`src/rtl/game_pkg.sv`:
```
// game_pkg: shared state encodings and constants for the mole game blocks
//   state_e   : IDLE/GAP/UP/HIT/OVER scheduler states
//   NUM_MOLES : number of mole LEDs/buttons
//   LFSR_SEED : reset value of the mole-selection LFSR
//   LFSR_TAPS : feedback mask for taps 8,6,5,4 (bits 7,5,4,3)
package game_pkg;
    typedef enum logic [2:0] {
        IDLE = 3'd0,
        GAP  = 3'd1,
        UP   = 3'd2,
        HIT  = 3'd3,
        OVER = 3'd4
    } state_e;
    localparam int NUM_MOLES = 4;
    localparam logic [7:0] LFSR_SEED = 8'hA5;
    localparam logic [7:0] LFSR_TAPS = 8'hB8;
endpackage

```
`src/rtl/lfsr8.sv`:
```
// lfsr8: 8-bit Fibonacci LFSR, shift-left with XOR feedback of the tap mask
//   clk   : clock
//   reset : async active-high, loads SEED
//   en_i  : advance one step this cycle
//   q_o   : current register value
module lfsr8
    import game_pkg::*;
#(
    parameter logic [7:0] SEED = LFSR_SEED,
    parameter logic [7:0] TAPS = LFSR_TAPS
) (
    input  logic       clk,
    input  logic       reset,
    input  logic       en_i,
    output logic [7:0] q_o
);
    logic [7:0] q_q;
    always_ff @(posedge clk or posedge reset)
        if (reset) q_q <= SEED;
        else if (en_i) q_q <= {q_q[6:0], ^(q_q & TAPS)};
    assign q_o = q_q;
endmodule

```
`src/rtl/mole_round_scheduler.sv`:
```
// mole_round_scheduler: spaces, selects and times moles, judges hits/misses, scores and runs the game clock
//   clk, reset  : clock, async active-high reset
//   start       : one-cycle pulse, starts a game from IDLE or OVER
//   btn         : synchronised mole buttons, active-high
//   mole_onehot : lit mole (one-hot or zero), registered
//   score       : hits this game, saturating
//   misses      : timeouts plus wrong presses, saturating
//   hit_pulse   : one-cycle pulse per scored hit
//   game_over   : high in OVER
//   busy        : high in GAP, UP or HIT
//   state       : current state encoding
module mole_round_scheduler
    import game_pkg::*;
#(
    parameter int TICK_DIV   = 50000,
    parameter int GAP_TICKS  = 400,
    parameter int UP_TICKS   = 800,
    parameter int GAME_TICKS = 30000,
    parameter int SCORE_W    = 8
) (
    input  logic                 clk,
    input  logic                 reset,
    input  logic                 start,
    input  logic [NUM_MOLES-1:0] btn,
    output logic [NUM_MOLES-1:0] mole_onehot,
    output logic [SCORE_W-1:0]   score,
    output logic [SCORE_W-1:0]   misses,
    output logic                 hit_pulse,
    output logic                 game_over,
    output logic                 busy,
    output logic [2:0]           state
);
    localparam int PW = $clog2(TICK_DIV);
    localparam int GW = $clog2(GAP_TICKS + 1);
    localparam int UW = $clog2(UP_TICKS + 1);
    localparam int TW = $clog2(GAME_TICKS + 1);
    localparam int IW = $clog2(NUM_MOLES);
    localparam logic [SCORE_W-1:0] SAT = '1;

    state_e               state_q, state_d;
    logic [PW-1:0]        presc_q, presc_d;
    logic [GW-1:0]        gap_q, gap_d;
    logic [UW-1:0]        up_q, up_d;
    logic [TW-1:0]        game_q, game_d;
    logic [SCORE_W-1:0]   score_q, score_d, miss_q, miss_d;
    logic [SCORE_W:0]     miss_sum;
    logic [NUM_MOLES-1:0] mole_q, mole_d, btn_q, rise;
    logic [IW-1:0]        idx_q, idx_d, cand, pick;
    logic                 prev_v_q, prev_v_d, hit_q, hit_d;
    logic [7:0]           lfsr;
    logic                 unused_lfsr;
    logic                 tick, go, play, last, hit, wrong, timeout, appear;

    lfsr8 u_lfsr (
        .clk  (clk),
        .reset(reset),
        .en_i (1'b1),
        .q_o  (lfsr)
    );

    assign unused_lfsr = ^lfsr[7:IW];
    assign tick    = presc_q == PW'(TICK_DIV - 1);
    assign rise    = btn & ~btn_q;
    assign cand    = lfsr[IW-1:0];
    // never light the same mole twice in a row; the first mole of a power-up has no predecessor
    assign pick    = (prev_v_q && cand == idx_q) ? cand + 1'b1 : cand;
    assign go      = start && (state_q == IDLE || state_q == OVER);
    assign play    = state_q inside {GAP, UP, HIT};
    // the final game tick overrides any hit, miss or mole appearance in the same cycle
    assign last    = play && tick && game_q == TW'(1);
    assign hit     = state_q == UP && |(rise & mole_q);
    assign wrong   = state_q == UP && |rise && !hit;
    assign timeout = state_q == UP && tick && up_q == UW'(1) && !hit;
    assign appear  = state_q == GAP && tick && gap_q == GW'(1);
    assign miss_sum = {1'b0, miss_q} + (SCORE_W + 1)'(wrong) + (SCORE_W + 1)'(timeout);

    always_ff @(posedge clk or posedge reset)
        if (reset) state_q <= IDLE;
        else state_q <= state_d;

    always_comb begin
        state_d = go ? GAP : last ? OVER : hit ? HIT : (timeout || state_q == HIT) ? GAP : appear ? UP : state_q;
    end

    always_comb begin
        presc_d  = (go || tick) ? '0 : presc_q + 1'b1;
        game_d   = go ? TW'(GAME_TICKS) : (play && tick) ? game_q - 1'b1 : game_q;
        gap_d    = (go || timeout || state_q == HIT) ? GW'(GAP_TICKS) : (state_q == GAP && tick) ? gap_q - 1'b1 : gap_q;
        up_d     = appear ? UW'(UP_TICKS) : (state_q == UP && tick) ? up_q - 1'b1 : up_q;
        idx_d    = (appear && !last) ? pick : idx_q;
        prev_v_d = prev_v_q || (appear && !last);
        mole_d   = state_d != UP ? '0 : appear ? NUM_MOLES'(1) << pick : mole_q;
        hit_d    = hit && !last;
        score_d  = go ? '0 : (hit && !last && score_q != SAT) ? score_q + 1'b1 : score_q;
        miss_d   = go ? '0 : last ? miss_q : miss_sum[SCORE_W] ? SAT : miss_sum[SCORE_W-1:0];
    end

    always_ff @(posedge clk or posedge reset)
        if (reset) begin
            presc_q  <= '0;
            gap_q    <= '0;
            up_q     <= '0;
            game_q   <= '0;
            score_q  <= '0;
            miss_q   <= '0;
            mole_q   <= '0;
            btn_q    <= '0;
            idx_q    <= '0;
            prev_v_q <= 1'b0;
            hit_q    <= 1'b0;
        end else begin
            presc_q  <= presc_d;
            gap_q    <= gap_d;
            up_q     <= up_d;
            game_q   <= game_d;
            score_q  <= score_d;
            miss_q   <= miss_d;
            mole_q   <= mole_d;
            btn_q    <= btn;
            idx_q    <= idx_d;
            prev_v_q <= prev_v_d;
            hit_q    <= hit_d;
        end

    assign mole_onehot = mole_q;
    assign score       = score_q;
    assign misses      = miss_q;
    assign hit_pulse   = hit_q;
    assign game_over   = state_q == OVER;
    assign busy        = play;
    assign state       = state_q;
endmodule

```
`config.mk`:
```
export PLATFORM = sky130hd
export DESIGN_NAME = mole_round_scheduler
export DESIGN_NICKNAME = d
export VERILOG_FILES = /design/src/rtl/game_pkg.sv /design/src/rtl/lfsr8.sv /design/src/rtl/mole_round_scheduler.sv
export SDC_FILE = /design/constraint.sdc
export NUM_CORES = 1
export LEC_CHECK = 0
export ABC_AREA = 1
export BUFFER_PORTS_ARGS = -buffer_cell sky130_fd_sc_hd__buf_2
export CAP_MARGIN = 10
export CORE_ASPECT_RATIO = 1.75
export CORE_UTILIZATION = 60
export CTS_BUF_LIST = sky130_fd_sc_hd__clkbuf_8
export CTS_CLUSTER_DIAMETER = 50
export DETAILED_ROUTE_END_ITERATION = 12
export PLACE_DENSITY = 0.79
export SLEW_MARGIN = 30
export SYNTH_ARGS = -nofsm -noshare
export SYNTH_HDL_FRONTEND = slang
export SYNTH_SLANG_ARGS = --single-unit
```
`constraint.sdc`:
```
create_clock -name clk -period 6.7 [get_ports clk]
set_clock_uncertainty 0.2 [all_clocks]
set_input_delay 0.67 -clock clk [delete_from_list [all_inputs] [get_ports clk]]
set_output_delay 0.67 -clock clk [all_outputs]
set_load 0.03 [all_outputs]
```
==> results of run 1 <==
-- layout make-up --
class,count,area [µm²]
fill,673,2550
multi-input combinational,431,2290
sequential,89,2230
inverter,92,347
timing repair buffer,33,168
clock buffer,10,138
tap,90,113
clock inverter,6,67.6
-- cell usage in the layout, fill, tap and decap left out, types with 2 or more instances in the layout --
| cell | Yosys | routed |
|---|---|---|
| a21oi_1 | 22 | 22 |
| buf_2 | 0 | 32 |
| clkbuf_8 | 0 | 10 |
| clkinv_2 | 0 | 2 |
| clkinv_4 | 0 | 2 |
| clkinvlp_4 | 0 | 2 |
| dfrtp_1 | 85 | 85 |
| dfstp_2 | 4 | 4 |
| ha_1 | 9 | 9 |
| inv_1 | 76 | 75 |
| inv_2 | 16 | 16 |
| nand2_1 | 112 | 112 |
| nand2_2 | 6 | 6 |
| nand2_4 | 3 | 3 |
| nand3_1 | 37 | 37 |
| nand3_2 | 2 | 2 |
| nand4_1 | 17 | 17 |
| nor2_1 | 92 | 92 |
| nor2_2 | 10 | 10 |
| nor2_4 | 5 | 5 |
| nor3_1 | 20 | 20 |
| nor3_2 | 4 | 4 |
| nor4_1 | 3 | 3 |
| o211ai_1 | 3 | 3 |
| o21ai_0 | 31 | 31 |
| o21ai_1 | 12 | 12 |
| o21ai_2 | 2 | 2 |
| o22ai_1 | 3 | 3 |
| o31ai_1 | 4 | 4 |
| xnor2_1 | 3 | 3 |
| xor2_1 | 18 | 18 |
-- cell families after synthesis --
family                     after synthesis  synth area share, %
AOI/OAI and AO/OA                       82                 9.44
xor gates and xnor gates                21                 3.77
buffers and inverters                   94                 7.24
adders and majority gates               10                 2.72
and+or+nand+nor                        318                 31.0
DFF                                     89                 45.8
-- synthesized netlist by cell type --
master    number
nand2_4        3
clkbuf_1       2
o21ai_1       12
a21oi_1       22
nor3_2         4
nor2_2        10
or2_2          1
ha_1           9
nand3_4        1
a211oi_1       1
nor4_1         3
o22ai_1        3
nor2_8         1
nor3b_1        1
nand2_1      112
o21ai_0       31
o21ai_4        1
nor2_4         5
xor2_1        18
o21a_1         1
o21ai_2        2
nand3_2        2
xnor2_1        3
a221oi_1       1
o211ai_1       3
o31ai_1        4
fa_1           1
nor3_4         1
nand3b_1       1
a31oi_1        1
nand4_2        1
inv_1         76
dfstp_2        4
nand2_2        6
inv_2         16
nor3_1        20
dfrtp_1       85
nand4_1       17
nand3_1       37
nor2_1        92
-- registers in the layout (all words and copies together) (netlist names), 4 cells and up --
| name | cells |
|---|---|
| btn_q | 4 |
| game_q | 15 |
| gap_q | 9 |
| misses | 8 |
| mole_onehot | 4 |
| presc_q | 16 |
| score | 8 |
| u_lfsr.q_o | 8 |
| up_q | 10 |
-- power by group --
part | switching [mW] | internal, mW
Sequential | 0.000366 | 0.538
Clock | 0.188 | 0.183
Combinational | 0.0123 | 0.00240
-- per-layer routing --
metal | GRT usage (%) | vias to the layer above | wire (µm)
met5 | 0 | - | 0
met4 | 12.1 | 0 | 262
met3 | 5.40 | 21 | 351
met2 | 49.2 | 87 | 5550
met1 | 29.4 | 1940 | 4200
li1 | - | 2070 | -
-- worst max-delay path: cells and delay by family (launching register included) --
| kind | cells | cell delay (ps) |
|---|---|---|
| DFF | 1 | 370 |
| AOI/OAI and AO/OA | 1 | 180 |
| buffers and inverters | 1 | 80 |
| and+or+nand+nor | 10 | 1570 |
| adders and majority gates | 3 | 600 |
-- metrics by stage --
stage | setup slack, ps | power (mW) | instances
after detailed placement | 3620 | 0.565 | 735
final | 3630 | 0.924 | 751
after global placement | 3750 | 0.564 | 735
after global routing | 3370 | 0.963 | 751
after CTS | 3610 | 0.939 | 751
after floorplan | 3530 | 0.558 | 614
-- path summary, 6_finish.rpt --
check / cells after the start / to / slack (ps) / start
worst max-delay path: 15 / misses[2] / 3630 / presc_q[0]
worst min-delay path: 2 / gap_q[2] / 160 / reset
worst max register to register: 15 / misses[2] / 3630 / presc_q[0]
worst min register to register: 0 / u_lfsr.q_o[7] / 160 / u_lfsr.q_o[6]
max in group asynchronous: 3 / score[6] / 5060 / reset
min in group clk: 0 / u_lfsr.q_o[7] / 160 / u_lfsr.q_o[6]
==> impl_metrics.csv, run 1 <==
group,metric,value,unit
synthesis,synth-seq-cells,89,
sta,setup_viol,0,
setup_path,startpoint_type,"flip-flop",
global_routing,grt_pass1_vias,4150,
floorplanning,die_h,121,µm
setup_path,worstPathCellList,"ha_1 > nand3_1 > nor2_2 > nand2_1 > nor2_4 > nand2_2 > inv_1 > fa_1 > ha_1 > nand2_1 > nor3_1 > nand2_1 > nor2_1 > nor2_1 > o21ai_0",
setup_path,cp_slowest_cell,"dfrtp_1",
cts,post_cts_buffers,0,
global_routing,antenna_found_initial,0,
cts,htreeDepth,3,
detailed_routing,antenna_left,0,
power,ir_drop,0.142,mV
floorplanning,dieArea,8510,µm²
cts,cts_sinks,89,
sta,setup_tns,0,ps
synthesis,avgSynthCellArea,7.94,µm²
sta,post-route-min-period,3070,ps
synthesis,synth_area_leaders,"dfrtp_1, nand2_1, nor2_1, inv_1, nand3_1",
setup_path,cp.arrival,3150,ps
sta,maxSlewHeadroom,54.9,%
final_layout,drive_gt1_share,16.3,%
cts,root_buffer,"clkbuf_8",
synthesis,syn_nets,631,
detailed_routing,drt_iter0_drc,203,
sta,period_share,45.9,%
detailed_routing,wire_per_inst,13.8,µm
final_layout,num_antenna_cells,0,
final_layout,postLayoutCellArea,5360,µm²
final_layout,utilization,67.7,%
global_routing,overflow,0,
cts,clockBufferDepth,2,
synthesis,yosys.area.top_type,"dfrtp_1",
final_layout,syn2layout_area_growth,9.83,%
run_status,outcome,"completed",
global_routing,grt_max_degree,56,
global_routing,grt_use_total,26.9,%
power,powerDensity,173,nW/µm²
sta,worst_pin_slew,676,ps
cts,hold_buffers,0,
floorplanning,core,7910,µm²
setup_path,cpMostUsedCell,"nand2_1",
floorplanning,rows,43,
placed_design,hpwl,7890,µm
synthesis,synth_top_area_share,43.6,%
placed_design,numPortBuffers,32,
setup_path,crit_type,"reg2reg",
synthesis,synth_seq_area_share,45.8,%
placed_design,gp_congestion,0.931,
detailed_routing,vias,4118,
cts,clk_latency,350,ps
global_routing,grt_pass1_wl,18100,µm
floorplanning,io_pins,33,
synthesis,syn_area,4880,µm²
detailed_routing,routed_wl,10400,µm
cts,cts_tree,"done",
floorplanning,start_util,61.7,%
synthesis,yosysUniqueCellTypes,40,
setup_path,cp_max_fo,6,
power,leakagePower,2.60,nW
detailed_routing,drt-pass1-iter-count,4,
detailed_routing,vias_per_cell,5.48,
sta,finalHoldViolCount,0,
sta,fmax,326,MHz
worst_hold_path,hp-class,"in2async",
detailed_routing,drcViolationCount,0,
cts,cts_buffers,9,
sta,grt_setup_unrepaired,"false",
setup_path,cpPeakStageDelay,370,ps
synthesis,ys.warnings.count,0,
final_layout,nets,673,
placed_design,place_area,5150,µm²
sta,slew_viol_final,0,
cts,clk_pin_slew,90,ps
setup_path,cp-end-kind,"flip-flop",
flow_run,maxCapViolations,0,
setup_path,worstPathRequired,6770,ps
floorplanning,die_w,70.1,µm
synthesis,syn_inst,614,
sta,hold_ws,157,ps
cts,cts_resized,0,
Power figures use the tool's default switching activity.
==> run 2: changes to the inputs <==
--- a/config.mk
+++ b/config.mk
@@ -5,15 +5,15 @@
 export SDC_FILE = /design/constraint.sdc
 export NUM_CORES = 1
 export LEC_CHECK = 0
-export ABC_AREA = 1
+export ABC_AREA = 0
 export BUFFER_PORTS_ARGS = -buffer_cell sky130_fd_sc_hd__buf_2
 export CAP_MARGIN = 10
 export CORE_ASPECT_RATIO = 1.75
-export CORE_UTILIZATION = 60
+export CORE_UTILIZATION = 56
 export CTS_BUF_LIST = sky130_fd_sc_hd__clkbuf_8
 export CTS_CLUSTER_DIAMETER = 50
 export DETAILED_ROUTE_END_ITERATION = 12
-export PLACE_DENSITY = 0.79
+export PLACE_DENSITY = 0.78
 export SLEW_MARGIN = 30
 export SYNTH_ARGS = -nofsm -noshare
 export SYNTH_HDL_FRONTEND = slang
==> constraint.sdc (replaced) <==
create_clock -name clk -period 2.59 [get_ports clk]
set_clock_uncertainty 0.2 [all_clocks]
set_input_delay 0.259 -clock clk [delete_from_list [all_inputs] [get_ports clk]]
set_output_delay 0.259 -clock clk [all_outputs]
set_load 0.03 [all_outputs]
==> run 2 against run 1 <==
Against the previous run:
- the flow now finishes with violations (setup timing)
- area after synthesis shrank 6.2%
- core utilization increased by 4.2 points
- sequential power rose to 2.6 times the previous value
- register-to-register slack got worse by 4100 ps
- sequential share of layout area decreased by 2.5 points
- clock power rose to 3.1 times the previous value
- worst setup slack got worse by 4100 ps
- largest cell class unchanged
- fmax decreased by 0.69%
- die area rose by 0.45%
- cell count fell by 12%
- largest power group unchanged
- wire length is 8.0% higher
==> impl_metrics.csv, run 2 <==
group,metric,value,unit
cts,clockBufferDepth,2,
synthesis,ys.warnings.count,0,
floorplanning,core,7910,µm²
sta,fmax,323,MHz
setup_path,r2r_slack,-500,ps
synthesis,synth_simple_gate_area_share,25.7,%
worst_hold_path,hp-class,"in2reg",
final_layout,reg.largest.list,"presc_q x16, game_q x15, up_q x10",
final_layout,syn2layout_area_growth,24.5,%
final_layout,nets,582,
sta,period_share,119,%
sta,setup_viol,10,
synthesis,synthMuxAreaShare,1.09,%
detailed_routing,drt_iter0_drc,238,
final_layout,largest_register_ffs,16,
worst_hold_path,hold_start,"start",
global_routing,grt_pass1_wl,18400,µm
setup_path,cp.arrival,3180,ps
synthesis,synth-seq-cells,89,
power,seqPwrFrac,53.7,%
synthesis,synthTopCellsByCount,"dfrtp_1, nor2_1, nand2_1",
global_routing,grt_use_total,27.6,%
detailed_routing,vias_per_cell,5.98,
floorplanning,start_util,57.8,%
worst_hold_path,min_path_cells,4,
sta,setup_ws,-504,ps
floorplanning,rows,43,
cts,cts_sinks,89,
synthesis,synth_seq_area_share,48.8,%
final_layout,largest_register,"presc_q",
synthesis,synthXorXnorAreaFrac,7.85,%
run_status,violations,"setup timing",
setup_path,cp_max_fo,3,
cts,clk_pin_slew,90,ps
sta,post-route-min-period,3090,ps
global_routing,overflow,0,
power,p_sw_share,21.1,%
final_layout,final-seq-area,2230,µm²
sta,grt_setup_unrepaired,"true",
sta,setup_tns,-3590,ps
floorplanning,die_w,70.3,µm
synthesis,avgSynthCellArea,9.77,µm²
detailed_routing,drt-pass1-iter-count,4,
setup_path,startpoint_type,"flip-flop",
synthesis,yosys.area.top_type,"dfrtp_1",
global_routing,grt_pass1_vias,4005,
sta,worst_pin_slew,744,ps
power,powerDensity,456,nW/µm²
power,ir_drop,0.410,mV
detailed_routing,drcViolationCount,0,
synthesis,syn_inst,468,
synthesis,synth_top_area_share,46.5,%
synthesis,yosysUniqueCellTypes,56,
synthesis,syn_area,4570,µm²
synthesis,synth_area_leaders,"dfrtp_1, nor2_1, xnor2_1, xor2_1, nand2_1",
placed_design,placed_cells,633,
placed_design,hpwl,8030,µm
final_layout,fill_cells,595,
setup_path,reg2regPathDepth,11,
setup_path,r2r-end,"misses[3]",
setup_path,worstPathRequired,2680,ps
setup_path,crit_type,"reg2reg",
floorplanning,dieArea,8540,µm²
synthesis,synth_edf_count,0,
power,p_clk_share,44.4,%
synthesis,synthArstFlopShare,100,%
power,leakagePower,2.55,nW
cts,cts_tree,"done",
power,internal-power,2.05,mW
worst_hold_path,hold_end,"game_q[13]",
synthesis,synth_top_family_by_area,"simple AND/OR/NAND/NOR gates",
sta,maxSlewHeadroom,50.3,%
global_routing,grt_max_degree,34,
sta,hold_ws,163,ps
detailed_routing,wire_per_inst,16.9,µm
placed_design,dp_slack,-465,ps
detailed_routing,routed_wl,11200,µm
final_layout,mostFrequentLayoutCells,"dfrtp_1, buf_4, nor2_1, nand2_1, buf_2",
floorplanning,die_h,122,µm
placed_design,numPortBuffers,32,
flow_run,maxCapViolations,0,
cts,clk_latency,370,ps
final_layout,layout_commonest_cell,"dfrtp_1",
synthesis,syn_nets,485,
synthesis,synth.most_common_cell,"dfrtp_1",
final_layout,num_antenna_cells,0,
synthesis,synth_compound_area_share,9.44,%
setup_path,r2r-start,"up_q[5]",
final_layout,multiInputGateArea,2280,µm²
final_layout,drive_gt1_share,27.4,%
synthesis,synthAdderAreaFrac,2.90,%
floorplanning,io_pins,33,
final_layout,instances_no_fill,660,
synthesis,synth_ff_type,"dfrtp_1",
placed_design,gp_congestion,0.892,
global_routing,antenna_found_initial,0,
setup_path,cp-end-kind,"flip-flop",
power,p_sw,547,µW
sta,slew_viol_final,0,
detailed_routing,antenna_left,0,
cts,root_buffer,"clkbuf_8",
cts,htreeDepth,3,
sta,finalHoldViolCount,0,
power,p_comb_share,1.9,%
cts,cts_buffers,9,
detailed_routing,vias,3944,
run_status,outcome,"finished with violations",
## run 2: cells by family after synthesis
kind of cell               after synthesis
and+or+nand+nor                        212
DFF                                     89
AOI/OAI and AO/OA                       69
buffers and inverters                   42
xor gates and xnor gates                41
adders and majority gates               10
muxes                                    5
## run 2: timing repair
action / in CTS / in global routing
setup endpoints to repair: 8 / 18
buffers inserted: 3 / 3
hold endpoints to repair: 34 / 0
pin swaps: 2 / 4
hold buffers: 5 / 0
resized for setup: 5 / 15
## run 2: critical path: stages (launching register included)
cell and delay, ps:
dfrtp_1 400, or4_4 550, or3_4 400, nor4_4 290, fa_2 280, ha_4 150
nand3_4 90, nor4_4 210, buf_4 170, a31o_4 90, a21oi_2 40, nor3_1 130
## run 2: worst max path at each step
stage	startpoint	end	slack, ps	cells after the start
2_1_floorplan	up_q[5]	misses[3]	-380	10
3_3_place_gp	up_q[5]	misses[6]	-410	11
3_5_place_dp	up_q[5]	misses[1]	-470	10
4_1_cts	up_q[5]	misses[4]	-440	10
5_1_grt	up_q[5]	misses[3]	-590	11
6_report	up_q[5]	misses[3]	-500	11
## run 2: cell type report
type | count | share of cell area (%)
timing repair buffer | 105 | 12.9
multi-input combinational | 337 | 40.1
tap | 90 | 1.98
clock buffer | 9 | 2.18
inverter | 23 | 1.58
clock inverter | 7 | 2.09
sequential | 89 | 39.2
## run 2: per-stage QoR
stage               util [%]  area (µm²)  total power [mW]
floorplan                  -        4640              1.44
global placement        66.9        5290              1.46
detailed placement      66.9        5290              1.47
CTS                     71.0        5610              2.61
global route            72.0        5690              2.65
finish                  72.0        5690              2.60
## run 2: power groups by stage
stage	sequential (mW)	combinational [mW]	clock [mW]
5_1_grt	1.39	0.0578	1.20
3_5_place_dp	1.42	0.0463	0
6_report	1.39	0.0501	1.15
3_3_place_gp	1.42	0.0446	0
2_1_floorplan	1.42	0.0243	0
4_1_cts	1.39	0.0520	1.16
## run 2: layer usage
layer	wire length, µm	track usage [%]
met2	6180	50.2
met3	293	4.38
met5	0	0
met1	4300	30.4
met4	415	14.2
==> run 3: changes to the inputs <==
--- a/config.mk
+++ b/config.mk
@@ -6,14 +6,16 @@
 export NUM_CORES = 1
 export LEC_CHECK = 0
 export ABC_AREA = 0
-export BUFFER_PORTS_ARGS = -buffer_cell sky130_fd_sc_hd__buf_2
+export BUFFER_PORTS_ARGS = -buffer_cell sky130_fd_sc_hd__buf_4
 export CAP_MARGIN = 10
 export CORE_ASPECT_RATIO = 1.75
 export CORE_UTILIZATION = 56
 export CTS_BUF_LIST = sky130_fd_sc_hd__clkbuf_8
 export CTS_CLUSTER_DIAMETER = 50
 export DETAILED_ROUTE_END_ITERATION = 12
+export GPL_TIMING_DRIVEN = 0
 export PLACE_DENSITY = 0.78
+export SKIP_LAST_GASP = 1
 export SLEW_MARGIN = 30
 export SYNTH_ARGS = -nofsm -noshare
 export SYNTH_HDL_FRONTEND = slang
==> run 3 against run 2 <==
Against the previous run:
- the flow still finishes with violations (setup timing)
- wire length grew 0.13%
- worst setup slack lost 160 ps
- combinational power grew 14%
- core utilization shrank 0.47 points
- largest cell class unchanged
- largest power group unchanged
- power shrank 3.4%
- via count shrank 2.6%
==> impl_metrics.csv, run 3 (synthesized netlist as in run 2, its figures left out) <==
group,metric,value,unit
floorplanning,start_util,57.8,%
run_status,outcome,"finished with violations",
global_routing,grt_pass1_wl,18000,µm
sta,post-route-min-period,3250,ps
power,leakagePower,2.48,nW
final_layout,layout_commonest_cell,"dfrtp_1",
flow_run,maxCapViolations,0,
setup_path,worstPathRequired,2670,ps
final_layout,mostFrequentLayoutCells,"dfrtp_1, buf_4, nor2_1, nand2_1, inv_1",
sta,finalHoldViolCount,0,
detailed_routing,drt_iter0_drc,203,
sta,maxSlewHeadroom,52.2,%
cts,clockBufferDepth,2,
global_routing,grt_max_degree,32,
cts,cts_sinks,89,
power,ir_drop,0.404,mV
placed_design,numPortBuffers,32,
setup_path,cpPeakStageDelay,540,ps
cts,root_buffer,"clkbuf_8",
global_routing,grt_use_total,27.1,%
cts,cts_buffers,9,
setup_path,worstSetupPathDepth,10,
sta,period_share,126,%
setup_path,cp-end-kind,"flip-flop",
final_layout,num_antenna_cells,0,
floorplanning,die_w,70.3,µm
setup_path,crit_type,"reg2reg",
placed_design,gp_congestion,0.861,
placed_design,dp_slack,-796,ps
final_layout,largest_register,"presc_q",
floorplanning,die_h,122,µm
setup_path,endpoint,"misses[4]",
setup_path,path_buf_inv,1,
detailed_routing,drcViolationCount,0,
setup_path,worstPathCellList,"or4_4 > or3_4 > nor4_4 > fa_2 > ha_4 > nand3_4 > nor4_4 > buf_6 > o31ai_4 > a21oi_1",
detailed_routing,drt-pass1-iter-count,7,
setup_path,r2r_slack,-660,ps
sta,setup_viol,8,
setup_path,startpoint,"up_q[5]",
cts,clk_latency,370,ps
global_routing,antenna_found_initial,0,
sta,slew_viol_final,0,
detailed_routing,antenna_left,0,
sta,worst_pin_slew,717,ps
cts,clk_pin_slew,80,ps
setup_path,cp_slowest_cell,"or4_4",
floorplanning,rows,43,
setup_path,cp_max_fo,4,
final_layout,nets,559,
setup_path,r2r-end,"misses[4]",
cts,htreeDepth,3,
setup_path,reg2regPathDepth,10,
run_status,violations,"setup timing",
sta,grt_setup_unrepaired,"true",
global_routing,grt_pass1_vias,3865,
detailed_routing,vias_per_cell,6.03,
detailed_routing,wire_per_inst,17.6,µm
floorplanning,dieArea,8540,µm²
placed_design,place_area,5050,µm²
setup_path,r2r-start,"up_q[5]",
final_layout,reg.largest.list,"presc_q x16, game_q x15, up_q x10",
setup_path,critPathTopFamily,"simple AND/OR/NAND/NOR gates",
cts,cts_tree,"done",
final_layout,drive_gt1_share,23.6,%
final_layout,fill_cells,602,
final_layout,syn2layout_area_growth,23.6,%
power,powerDensity,443,nW/µm²
detailed_routing,vias,3841,
setup_path,cp.arrival,3340,ps
floorplanning,io_pins,33,
sta,hold_ws,38.0,ps
sta,fmax,307,MHz
final_layout,largest_register_ffs,16,
sta,setup_tns,-4690,ps
detailed_routing,routed_wl,11200,µm
placed_design,hpwl,7600,µm
final_layout,postLayoutCellArea,5650,µm²
setup_path,startpoint_type,"flip-flop",
worst_hold_path,hp-class,"in2reg",
sta,setup_ws,-662,ps
setup_path,cpMostUsedCell,"nor4_4",
global_routing,overflow,0,
floorplanning,core,7910,µm²
run 3: changes by cell type in the layout (fill, tap and decap cells not counted), sizes merged:
cell      previous run  this run
buf                100        70
bufinv               3         2
clkbuf               9        18
clkinv               2         0
clkinvlp             3         1
inv                 22        25
run 3: routing by layer:
| metal | track usage [%] | routed length (µm) | vias up |
|---|---|---|---|
| met5 | 0 | 0 | - |
| met4 | 11.9 | 191 | 0 |
| met3 | 4.38 | 351 | 17 |
| met2 | 49.6 | 6290 | 87 |
| met1 | 30.4 | 4370 | 1931 |
| li1 | - | - | 1806 |
run 3: worst min path at each step:
stage | from | end | slack, ps | depth (start not counted)
floorplan | btn[0] | btn_q[0] | 90 | 0
global placement | u_lfsr.q_o[6] | u_lfsr.q_o[7] | 140 | 0
detailed placement | reset | game_q[10] | 30 | 2
CTS | start | game_q[7] | 40 | 4
global route | start | game_q[7] | 60 | 4
finish | start | game_q[7] | 40 | 4
run 3: report_power, final:
part | internal [mW] | leakage, nW | switching, mW | total, mW
Clock | 0.586 | 0.123 | 0.470 | 1.06
Combinational | 0.0228 | 1.28 | 0.0345 | 0.0573
Sequential | 1.39 | 1.08 | 0.00156 | 1.39
run 3: cell type report:
class | count | area (µm²) | share of cell area [%]
Clock buffer | 11 | 151 | 2.68
Timing Repair Buffer | 65 | 549 | 9.72
Tap cell | 90 | 113 | 1.99
Buffer | 17 | 104 | 1.84
Multi-Input combinational cell | 337 | 2340 | 41.4
Inverter | 23 | 90.1 | 1.59
Sequential cell | 89 | 2230 | 39.5
Clock inverter | 5 | 71.3 | 1.26
run 3: repair_timing:
item / CTS / global route
pin swaps: 12 / 17
endpoints found under the setup margin: 15 / 20
hold buffers: 5 / 0
setup buffers: 19 / 6
endpoints found under the hold margin: 37 / 0
gates resized for setup: 17 / 20
run 3: worst reg2reg max path, delay by kind of cell (launching register included):
kind            cells  cell delay, ps
flops               1             390
compound gates      2             280
fa+ha+maj           2             460
simple gates        5            1650
buf+inv             1             190
run 3: stage by stage:
step / instances / utilization [%] / total power [mW]
CTS: 632 / 69.8 / 2.52
global route: 637 / 71.5 / 2.57
floorplan: 468 / - / 1.44
detailed placement: 593 / 63.9 / 1.47
finish: 637 / 71.5 / 2.51
global placement: 590 / 63.2 / 1.46
